--- src/rtl/piradip_sysref_gen_if.sv ---
// Config/strobe and SYSREF output bundle for piradip_sysref_gen; pulse_count exists only
// with PIRADIP_SYSREF_PULSE_CNT_EN defined. Outputs are registered (1 cycle), no backpressure.
interface piradip_sysref_gen_if #(
  parameter int PERIOD_W = 16,
  parameter int BURST_W  = 8
);
  logic                start;
  logic                stop;
  logic                continuous;
  logic [PERIOD_W-1:0] period;
  logic [PERIOD_W-1:0] high_cycles;
  logic [BURST_W-1:0]  burst_count;
  logic                sysref_out;
  logic                sysref_edge;
  logic                busy;
  logic                cfg_err;
`ifdef PIRADIP_SYSREF_PULSE_CNT_EN
  logic [31:0]         pulse_count;

  modport master (
    output start, stop, continuous, period, high_cycles, burst_count,
    input  sysref_out, sysref_edge, busy, cfg_err, pulse_count
  );
  modport slave (
    input  start, stop, continuous, period, high_cycles, burst_count,
    output sysref_out, sysref_edge, busy, cfg_err, pulse_count
  );
`else
  modport master (
    output start, stop, continuous, period, high_cycles, burst_count,
    input  sysref_out, sysref_edge, busy, cfg_err
  );
  modport slave (
    input  start, stop, continuous, period, high_cycles, burst_count,
    output sysref_out, sysref_edge, busy, cfg_err
  );
`endif
endinterface

--- src/rtl/piradip_sysref_gen.sv ---
// Periodic / burst SYSREF pulse generator in pl_clk; optional pulse counter via PIRADIP_SYSREF_PULSE_CNT_EN.
// Latency: outputs follow an accepted start by 1 cycle, all registered; no backpressure, stops land on period boundaries.
module piradip_sysref_gen #(
  parameter int PERIOD_W = 16,
  parameter int BURST_W  = 8
) (
  input  logic               pl_clk,
  input  logic               resetn,
  piradip_sysref_gen_if.slave bus
);
  typedef enum logic {IDLE, RUN} state_t;

  localparam logic [PERIOD_W-1:0] ONE_P  = {{(PERIOD_W-1){1'b0}}, 1'b1};
  localparam logic [PERIOD_W-1:0] TWO_P  = {{(PERIOD_W-2){1'b0}}, 2'b10};
  localparam logic [PERIOD_W-1:0] ZERO_P = '0;
  localparam logic [BURST_W-1:0]  ONE_B  = {{(BURST_W-1){1'b0}}, 1'b1};

  state_t              state_q, state_d;
  logic [PERIOD_W-1:0] phase_q, phase_d;
  logic [PERIOD_W-1:0] per_q, per_d;
  logic [PERIOD_W-1:0] hc_q, hc_d;
  logic [BURST_W-1:0]  rem_q, rem_d;
  logic                cont_q, cont_d;
  logic                stop_pend_q, stop_pend_d;
  logic                cfg_ok;
  logic                wrap;
  logic                busy_d, out_d, edge_d, err_d;
  logic                busy_q, out_q, edge_q, err_q;

  always_comb begin
    state_d     = state_q;
    phase_d     = phase_q;
    per_d       = per_q;
    hc_d        = hc_q;
    rem_d       = rem_q;
    cont_d      = cont_q;
    stop_pend_d = stop_pend_q;
    err_d       = 1'b0;

    cfg_ok = (bus.period >= TWO_P) && (bus.high_cycles != ZERO_P) &&
             (bus.high_cycles < bus.period) &&
             (bus.continuous || (bus.burst_count != '0));
    wrap   = (phase_q == (per_q - ONE_P));

    case (state_q)
      IDLE: begin
        if (bus.start) begin
          if (cfg_ok) begin
            per_d       = bus.period;
            hc_d        = bus.high_cycles;
            rem_d       = bus.burst_count;
            cont_d      = bus.continuous;
            phase_d     = ZERO_P;
            stop_pend_d = 1'b0;
            state_d     = RUN;
          end else begin
            err_d = 1'b1;
          end
        end
      end
      RUN: begin
        if (wrap) begin
          phase_d = ZERO_P;
          if (!cont_q) rem_d = rem_q - ONE_B;
          // A stop seen on the wrap cycle itself still ends the run here.
          if (stop_pend_q || bus.stop || (!cont_q && (rem_q == ONE_B))) begin
            state_d     = IDLE;
            stop_pend_d = 1'b0;
          end
        end else begin
          phase_d = phase_q + ONE_P;
          if (bus.stop) stop_pend_d = 1'b1;
        end
      end
      default: begin
        state_d     = IDLE;
        stop_pend_d = 1'b0;
      end
    endcase

    // Outputs are computed from next state so they can be registered without extra latency.
    busy_d = (state_d == RUN);
    out_d  = busy_d && (phase_d < hc_d);
    edge_d = busy_d && (phase_d == ZERO_P);
  end

  always_ff @(posedge pl_clk or negedge resetn) begin
    if (!resetn) begin
      state_q     <= IDLE;
      phase_q     <= '0;
      per_q       <= '0;
      hc_q        <= '0;
      rem_q       <= '0;
      cont_q      <= 1'b0;
      stop_pend_q <= 1'b0;
      busy_q      <= 1'b0;
      out_q       <= 1'b0;
      edge_q      <= 1'b0;
      err_q       <= 1'b0;
    end else begin
      state_q     <= state_d;
      phase_q     <= phase_d;
      per_q       <= per_d;
      hc_q        <= hc_d;
      rem_q       <= rem_d;
      cont_q      <= cont_d;
      stop_pend_q <= stop_pend_d;
      busy_q      <= busy_d;
      out_q       <= out_d;
      edge_q      <= edge_d;
      err_q       <= err_d;
    end
  end

  assign bus.sysref_out  = out_q;
  assign bus.sysref_edge = edge_q;
  assign bus.busy        = busy_q;
  assign bus.cfg_err     = err_q;

`ifdef PIRADIP_SYSREF_PULSE_CNT_EN
  logic [31:0] pulse_cnt_q;

  always_ff @(posedge pl_clk or negedge resetn) begin
    if (!resetn) pulse_cnt_q <= '0;
    else if (edge_d) pulse_cnt_q <= pulse_cnt_q + 32'd1;
  end

  assign bus.pulse_count = pulse_cnt_q;
`endif
endmodule

--- src/flat_wrapper.sv ---
// flat-port wrapper written by rule: the top's interface ports become plain ports
module piradip_sysref_gen_flat 
#(
  parameter int PERIOD_W = 16,
  parameter int BURST_W  = 8
)
  (pl_clk, resetn, bus_start, bus_stop, bus_continuous, bus_period, bus_high_cycles, bus_burst_count, bus_sysref_out, bus_sysref_edge, bus_busy, bus_cfg_err);
  piradip_sysref_gen_if #(.PERIOD_W(PERIOD_W), .BURST_W(BURST_W)) bus_i ();
  input  logic pl_clk;
  input  logic resetn;
  input wire logic [$bits(bus_i.start)-1:0] bus_start;
  input wire logic [$bits(bus_i.stop)-1:0] bus_stop;
  input wire logic [$bits(bus_i.continuous)-1:0] bus_continuous;
  input wire logic [$bits(bus_i.period)-1:0] bus_period;
  input wire logic [$bits(bus_i.high_cycles)-1:0] bus_high_cycles;
  input wire logic [$bits(bus_i.burst_count)-1:0] bus_burst_count;
  output wire logic [$bits(bus_i.sysref_out)-1:0] bus_sysref_out;
  output wire logic [$bits(bus_i.sysref_edge)-1:0] bus_sysref_edge;
  output wire logic [$bits(bus_i.busy)-1:0] bus_busy;
  output wire logic [$bits(bus_i.cfg_err)-1:0] bus_cfg_err;
  assign bus_i.start = bus_start;
  assign bus_i.stop = bus_stop;
  assign bus_i.continuous = bus_continuous;
  assign bus_i.period = bus_period;
  assign bus_i.high_cycles = bus_high_cycles;
  assign bus_i.burst_count = bus_burst_count;
  assign bus_sysref_out = bus_i.sysref_out;
  assign bus_sysref_edge = bus_i.sysref_edge;
  assign bus_busy = bus_i.busy;
  assign bus_cfg_err = bus_i.cfg_err;
  piradip_sysref_gen #(.PERIOD_W(PERIOD_W), .BURST_W(BURST_W)) u_core (.pl_clk(pl_clk), .resetn(resetn), .bus(bus_i));
endmodule
--- config.mk ---
export PLATFORM = sky130hd
export DESIGN_NAME = piradip_sysref_gen_flat
export DESIGN_NICKNAME = d
export VERILOG_FILES = /design/src/rtl/piradip_sysref_gen_if.sv /design/src/rtl/piradip_sysref_gen.sv /design/src/flat_wrapper.sv
export SDC_FILE = /design/constraint.sdc
export NUM_CORES = 1
export LEC_CHECK = 0
export CAP_MARGIN = 20
export CORE_MARGIN = 4
export CORE_UTILIZATION = 45
export DETAILED_ROUTE_END_ITERATION = 8
export PLACE_DENSITY = 0.68
export SYNTH_ARGS = -nofsm -noshare
export SYNTH_HDL_FRONTEND = slang
export SYNTH_SLANG_ARGS = --single-unit
--- constraint.sdc ---
create_clock -name pl_clk -period 9.6 [get_ports pl_clk]
set_input_delay 0.96 -clock pl_clk [delete_from_list [all_inputs] [get_ports pl_clk]]
set_output_delay 0.96 -clock pl_clk [all_outputs]
set_load 0.1 [all_outputs]
==> results.ini, run 1 <==
[clock_network]
clk_pin_slew_worst_paths_ns = 0.06
h-tree-depth = 3
insertion_delay_ns = 0.34
cts_hold_buffers = 0
cts_made_buffers = 9
cts_buffer_depth = 2
ctsResizeCount = 0
cts_root_buf = clkbuf_8
cts_tree = built
cts_sinks = 62
postCtsSetupBuffers = 0

[synth]
synth_nets = 577
synth_top_area_share = 0.349
yosys.area.top_type = dfrtp_1
yosysWarnings = 0
async_flop_share = 1.00
syn-mean-instance-area_sq_um = 8.92
ys_top_cells_by_area = dfrtp_1 (35%), ha_1 (9.6%), xnor2_1 (4.1%)
synth_edf_count = 0
synth_flop_cell = dfrtp_1
yosysUniqueCellTypes = 63
synth_seq_cells = 62
netlist_area_sq_mm = 0.00444
netlist_instances = 498
yosysSeqAreaShare = 0.349

[pwr]
ir_drop_mv = 0.144
cellLeakagePower_nw = 2.36
powerDensity_mw_per_mm2 = 271

[worst_setup_path]
r2r_end = u_core.bus.sysref_out$_DFF_PN0_
timing.rr.start = u_core.per_q[0]$_DFFE_PN0P_
critPathCaptureType = register
r2r_cells = 17
arrival_ns = 5.87
cp.required_ns = 9.82
r2r_slack_ns = 3.95
start_kind = register
criticalPathCategory = register to register
cp_max_fo = 14

[sta]
rsz0062_at_grt = no
fin_skew_ns = 0.0101
setup_viol = 0
slew_violations = 0
hold_viol_final = 0
tightest_slew_ns = 1.00
fmax_mhz = 177
period_minus_slack_ns = 5.65
finalCritPeriodShare = 0.588
final.setup.tns_ns = 0
maxSlewHeadroom = 0.326

[placement]
dp_hpwl_mm = 9.47
gp_congestion = 0.914
placed_area_sq_mm = 0.00496
port_buffers = 48

[route]
drtIter0Drc = 239
drc_errors = 0
ant_nets = 0
routed_wl_mm = 11.9
wire_per_inst_um = 18.0
vias = 3894
dr.pass1.iters = 5
vias_per_cell = 5.88

[grt]
grt_pass1_vias = 3724
grt_pass1_wl_mm = 19.1
grt_max_degree = 63
gr-total-overflow = 0
antenna_found_initial = 0
grt_util_all_layers = 0.215

[layout]
diodes = 0
design_area_sq_mm = 0.00514
fillers = 874
syn2layout_area_growth_pct = 15.7
final_layout_size_suffix_gt1_frac = 0.0619
fin_nets = 608

[die]
rows = 35
coreArea_sq_mm = 0.00942
io_pins = 49
die-area_sq_mm = 0.0115
dieHeight_um = 107
die_x_um = 107
initial_core_util = 0.472

[outcome]
status = completed

[min_path]
min_to = u_core.hc_q[5]$_DFF_PN0_
hold_path.startpoint = u_core.hc_q[5]$_DFF_PN0_
hold_path_class = register to register
min_path_cells = 2

[job]
max_cap_viol_count = 0

stage by stage:
| step | hold WS [ns] | total power (W) | cells | util | setup WS (ns) |
|---|---|---|---|---|---|
| floorplan | 0.457 | 0.000994 | 498 | - | 4.94 |
| global placement | 0.473 | 0.00116 | 647 | 0.527 | 4.27 |
| detailed placement | 0.486 | 0.00118 | 647 | 0.527 | 4.04 |
| CTS | 0.501 | 0.00139 | 662 | 0.546 | 4.01 |
| global route | 0.527 | 0.00150 | 662 | 0.546 | 3.63 |
| finish | 0.498 | 0.00139 | 662 | 0.546 | 3.95 |
cells in the mapped netlist (4+ instances only):
master    number
nor3_1        18
mux2i_1       16
xor2_1        13
o211ai_1       6
clkbuf_1      23
o21ai_1       17
nand2_1       35
nand3_1       14
nor4_1        24
or3_1          4
o21a_1         5
o21ai_0        8
or4_1          6
nand2b_1       5
dfrtp_1       62
a31oi_1        8
inv_1         45
and3_1         9
a211oi_2       6
a21o_1         9
nor2_1        25
ha_1          34
a21oi_1        7
xnor2_1       21
o32ai_1        6
nand4_1       15
buf_2          5
flip-flops by register name (all words and copies together) (netlist names):
register and cells:
u_core.hc_q 16, u_core.per_q 16, u_core.phase_q 16, u_core.rem_q 8
u_core.bus.cfg_err 1, u_core.bus.sysref_edge 1, u_core.bus.sysref_out 1, u_core.cont_q 1
u_core.state_q 1, u_core.stop_pend_q 1
logic make-up after synthesis:
group,after synthesis,synth area share
compound gates,101,0.169
fa+ha+maj,34,0.0958
xor+xnor,34,0.0671
mux,19,0.0437
flops,62,0.349
simple gates,171,0.206
buf+inv,77,0.0699
placed cells by master (no fill, tap or decap), types with 5 or more instances in the layout:
cell,n
a21o_1,9
o21a_1,5
ha_1,34
inv_1,45
nor2_1,25
a211oi_2,6
nor4_1,24
nand3_1,14
clkbuf_8,11
or4_1,6
nand2b_1,5
xor2_1,13
nand2_1,34
a21oi_1,7
o21ai_1,17
dfrtp_1,62
o21ai_0,8
xnor2_1,21
clkdlybuf4s50_1,47
nor3_1,18
nand4_1,15
o32ai_1,6
a31oi_1,8
mux2i_1,16
and3_1,9
o211ai_1,6
per-layer routing:
metal	global-route usage	wire length [um]	vias up	part of all wire
li1	-	-	1884	-
met1	0.302	5420	1840	0.45
met2	0.323	5400	143	0.45
met3	0.0378	740	27	0.062
met4	0.0992	387	0	0.032
met5	0	0	-	0
critical path, stage by stage, from the launching register on:
cell and delay [ns]:
dfrtp_1 0.43, inv_1 0.10, ha_1 0.24, or3b_1 0.50, or4_1 0.53, a2111oi_2 0.37, o211ai_1 0.16, or4_4 0.66
o21ai_1 0.82, nor2_1 0.17, ha_1 0.35, a21o_1 0.18, a21o_1 0.17, a21oi_1 0.17, o21a_1 0.15, nor3_1 0.05
and3_1 0.18, a221oi_1 0.28
worst max-delay path by stage:
| stage | from | endpoint | slack [ns] |
|---|---|---|---|
| floorplan | u_core.per_q[0]$_DFFE_PN0P_ | u_core.bus.sysref_out$_DFF_PN0_ | 4.94 |
| global placement | bus_period[1] | u_core.bus.sysref_out$_DFF_PN0_ | 4.27 |
| detailed placement | u_core.per_q[0]$_DFFE_PN0P_ | u_core.bus.sysref_out$_DFF_PN0_ | 4.04 |
| CTS | u_core.per_q[0]$_DFFE_PN0P_ | u_core.bus.sysref_out$_DFF_PN0_ | 4.01 |
| global route | u_core.per_q[0]$_DFFE_PN0P_ | u_core.bus.sysref_out$_DFF_PN0_ | 3.63 |
| finish | u_core.per_q[0]$_DFFE_PN0P_ | u_core.bus.sysref_out$_DFF_PN0_ | 3.95 |
report_power, final:
group | total, W | internal (W) | switching [W] | leakage (nW)
clock | 0.000204 | 0.000105 | 0.0000987 | 0.0910
combinational | 0.000712 | 0.000298 | 0.000414 | 1.48
sequential | 0.000476 | 0.000354 | 0.000122 | 0.790
total | 0.00139 | 0.000757 | 0.000634 | 2.36
layout make-up:
cell class                      count  area, sq um  area share
Timing Repair Buffer               51          498      0.0969
Inverter                           46          173      0.0336
Clock buffer                       11          151      0.0295
Sequential cell                    62         1550       0.302
Clock inverter                      4         22.5     0.00438
Tap cell                          129          161      0.0314
Multi-Input combinational cell    359         2580       0.502
Power figures use the tool's default switching activity.
==> inputs of run 2 (changes only) <==
--- a/config.mk
+++ b/config.mk
@@ -9,7 +9,7 @@
 export CORE_MARGIN = 4
 export CORE_UTILIZATION = 45
 export DETAILED_ROUTE_END_ITERATION = 8
-export PLACE_DENSITY = 0.68
+export PLACE_DENSITY = 0.71
 export SYNTH_ARGS = -nofsm -noshare
 export SYNTH_HDL_FRONTEND = slang
 export SYNTH_SLANG_ARGS = --single-unit
==> constraint.sdc (replaced) <==
create_clock -name pl_clk -period 5.05 [get_ports pl_clk]
set_input_delay 0.505 -clock pl_clk [delete_from_list [all_inputs] [get_ports pl_clk]]
set_output_delay 0.505 -clock pl_clk [all_outputs]
set_load 0.1 [all_outputs]
==> results.ini, run 2 (synthesized netlist as in run 1, its figures left out) <==
[sta]
slew_violations = 0  ; unchanged
fin_skew_ns = 0.00864  ; -0.00149 ns
rsz0062_at_grt = no
final.setup.tns_ns = 0  ; unchanged
setup_viol = 0  ; unchanged
tightest_slew_ns = 0.974  ; -0.0299 ns
maxSlewHeadroom = 0.349  ; +0.0224
finalCritPeriodShare = 0.924  ; +0.336
fmax_mhz = 214  ; +21%
period_minus_slack_ns = 4.67  ; -0.982 ns
hold_viol_final = 0  ; unchanged
whs_ns = 0.305  ; -0.194 ns

[worst_setup_path]
critPathCaptureType = register
criticalPathCategory = register to register
critPathBufInv = 2  ; +1
crit_path_cell_trace = or4_1 > or4_1 > nor3_1 > nor2_1 > or4_4 > buf_4 > buf_12 > a31oi_1 > a31oi_1 > ha_1 > a21o_1 > a21o_1 > a211oi_1 > o311ai_0 > a221oi_1
start_kind = register
r2r_slack_ns = 0.38  ; -3.57 ns
slowest_stage = or4_1
slowest_delay_ns = 0.70  ; -0.12 ns
cp_max_fo = 11  ; -3
crit_family = simple AND/OR/NAND/NOR gates
cp.required_ns = 5.27  ; -4.55 ns
arrival_ns = 4.89  ; -0.98 ns

[pwr]
ir_drop_mv = 0.221  ; +53%
pwr-share-seq = 0.340  ; -0.002
power_frac_comb = 0.524  ; +0.012
power.switching_w = 0.00123  ; +94%
switching_share = 0.463  ; +0.00725
internal_power_w = 0.00143  ; +89%
powerDensity_mw_per_mm2 = 511  ; +89%
clkPwrFrac = 0.136  ; -0.010
cellLeakagePower_nw = 2.40  ; +1.8%

[placement]
gp_congestion = 0.972  ; +6.4%
dp_cells = 652  ; +0.77%
dp_hpwl_mm = 9.48  ; about the same
placed_area_sq_mm = 0.00501  ; +1.0%
port_buffers = 48  ; unchanged

[clock_network]
cts_hold_buffers = 0  ; unchanged
insertion_delay_ns = 0.34  ; about the same
cts_made_buffers = 9  ; unchanged
clk_pin_slew_worst_paths_ns = 0.07  ; about the same
h-tree-depth = 3  ; unchanged
cts_tree = built
cts_sinks = 62  ; unchanged
cts_root_buf = clkbuf_8
cts_buffer_depth = 2  ; unchanged

[layout]
fin_cells = 670  ; +1.2%
fin_nets = 616  ; +1.3%
design_area_sq_mm = 0.00521  ; +1.4%
fillers = 858  ; -1.8%
final_layout_size_suffix_gt1_frac = 0.0758  ; +0.0139
reg_top3 = u_core.hc_q (16), u_core.per_q (16), u_core.phase_q (16)
syn2layout_area_growth_pct = 17.3
final_common_cell = dfrtp_1
final_cell_mix = dfrtp_1 (62), clkdlybuf4s50_1 (47), inv_1 (45)
diodes = 0  ; unchanged

[die]
dieHeight_um = 107  ; unchanged
die-area_sq_mm = 0.0115  ; unchanged
initial_core_util = 0.472  ; unchanged
die_x_um = 107  ; unchanged
io_pins = 49  ; unchanged
rows = 35  ; unchanged
coreArea_sq_mm = 0.00942  ; unchanged

[grt]
gr-total-overflow = 0  ; unchanged
antenna_found_initial = 0  ; unchanged
grt_pass1_wl_mm = 19.7  ; +3.3%
grt_pass1_vias = 3881  ; +4.2%
grt_max_degree = 63  ; unchanged
grt_util_all_layers = 0.219  ; +0.00348

[job]
max_cap_viol_count = 0  ; unchanged

[route]
routed_wl_mm = 12.2  ; +2.0%
ant_nets = 0  ; unchanged
vias_per_cell = 5.92  ; +0.63%
vias = 3966  ; +1.8%
drc_errors = 0  ; unchanged
drtIter0Drc = 223  ; -6.7%
dr.pass1.iters = 5  ; unchanged
wire_per_inst_um = 18.2  ; +0.75%

[min_path]
hold_path_class = primary input to async pin

[outcome]
status = completed

[run 2: cell count changes in the layout (fill, tap and decap cells not counted), sizes merged]
| cell | change |
|---|---|
| buf | +8 |
| clkbuf | -1 |
| clkinv | +1 |
[run 2: what timing repair did]
| action | 4_1_cts | 5_1_grt |
|---|---|---|
| endpoints found under the setup margin | 0 | 1 |
| endpoints found under the hold margin | 0 | 0 |
| gates resized for setup | 0 | 1 |
| buffers inserted | 0 | 3 |
[run 2: final timing paths]
kind | from | endpoint | depth (start not counted)
min reg2reg | u_core.hc_q[5]$_DFF_PN0_ | u_core.hc_q[5]$_DFF_PN0_ | 2
max reg2reg | u_core.per_q[4]$_DFFE_PN0P_ | u_core.bus.sysref_out$_DFF_PN0_ | 15
max in group asynchronous | resetn | u_core.per_q[13]$_DFFE_PN0P_ | 2
min in group pl_clk | u_core.hc_q[5]$_DFF_PN0_ | u_core.hc_q[5]$_DFF_PN0_ | 2
max | u_core.per_q[4]$_DFFE_PN0P_ | u_core.bus.sysref_out$_DFF_PN0_ | 15
min | resetn | u_core.rem_q[4]$_DFFE_PN0P_ | 2
[run 2: cell type report]
class	count	area, sq um	area share
clock inverter	5	27.5	0.00528
sequential	62	1550	0.298
inverter	46	173	0.0331
clock buffer	10	128	0.0245
multi-input combinational	359	2580	0.496
tap	129	161	0.0310
timing repair buffer	59	583	0.112
[run 2: worst reg2reg max path, cell delays in order, from the launching register on]
cell,delay (ns)
dfrtp_1,0.50
or4_1,0.70
or4_1,0.57
nor3_1,0.33
nor2_1,0.09
or4_4,0.55
buf_4,0.17
buf_12,0.12
a31oi_1,0.15
a31oi_1,0.08
ha_1,0.33
a21o_1,0.17
a21o_1,0.17
a211oi_1,0.22
o311ai_0,0.16
a221oi_1,0.25
[run 2: layer usage]
| layer | vias up | global-route usage | wire, um |
|---|---|---|---|
| met1 | 1903 | 0.305 | 5650 |
| li1 | 1896 | - | - |
| met3 | 30 | 0.0294 | 614 |
| met2 | 137 | 0.336 | 5490 |
| met5 | - | 0 | 0 |
| met4 | 0 | 0.103 | 423 |
[run 2: power by group through the flow]
stage / combinational (W) / sequential (W) / clock (W)
3_5_place_dp: 0.00136 / 0.000905 / 0
5_1_grt: 0.00155 / 0.000928 / 0.000387
2_1_floorplan: 0.00107 / 0.000824 / 0
6_report: 0.00139 / 0.000904 / 0.000362
3_3_place_gp: 0.00133 / 0.000893 / 0
4_1_cts: 0.00138 / 0.000895 / 0.000368
[run 2: through the flow]
stage,setup WS (ns),utilization,total power [W]
2_1_floorplan,0.388,-,0.00189
3_3_place_gp,0.440,0.533,0.00222
3_5_place_dp,0.303,0.533,0.00227
4_1_cts,0.288,0.549,0.00264
5_1_grt,0.0992,0.553,0.00287
6_report,0.384,0.553,0.00266
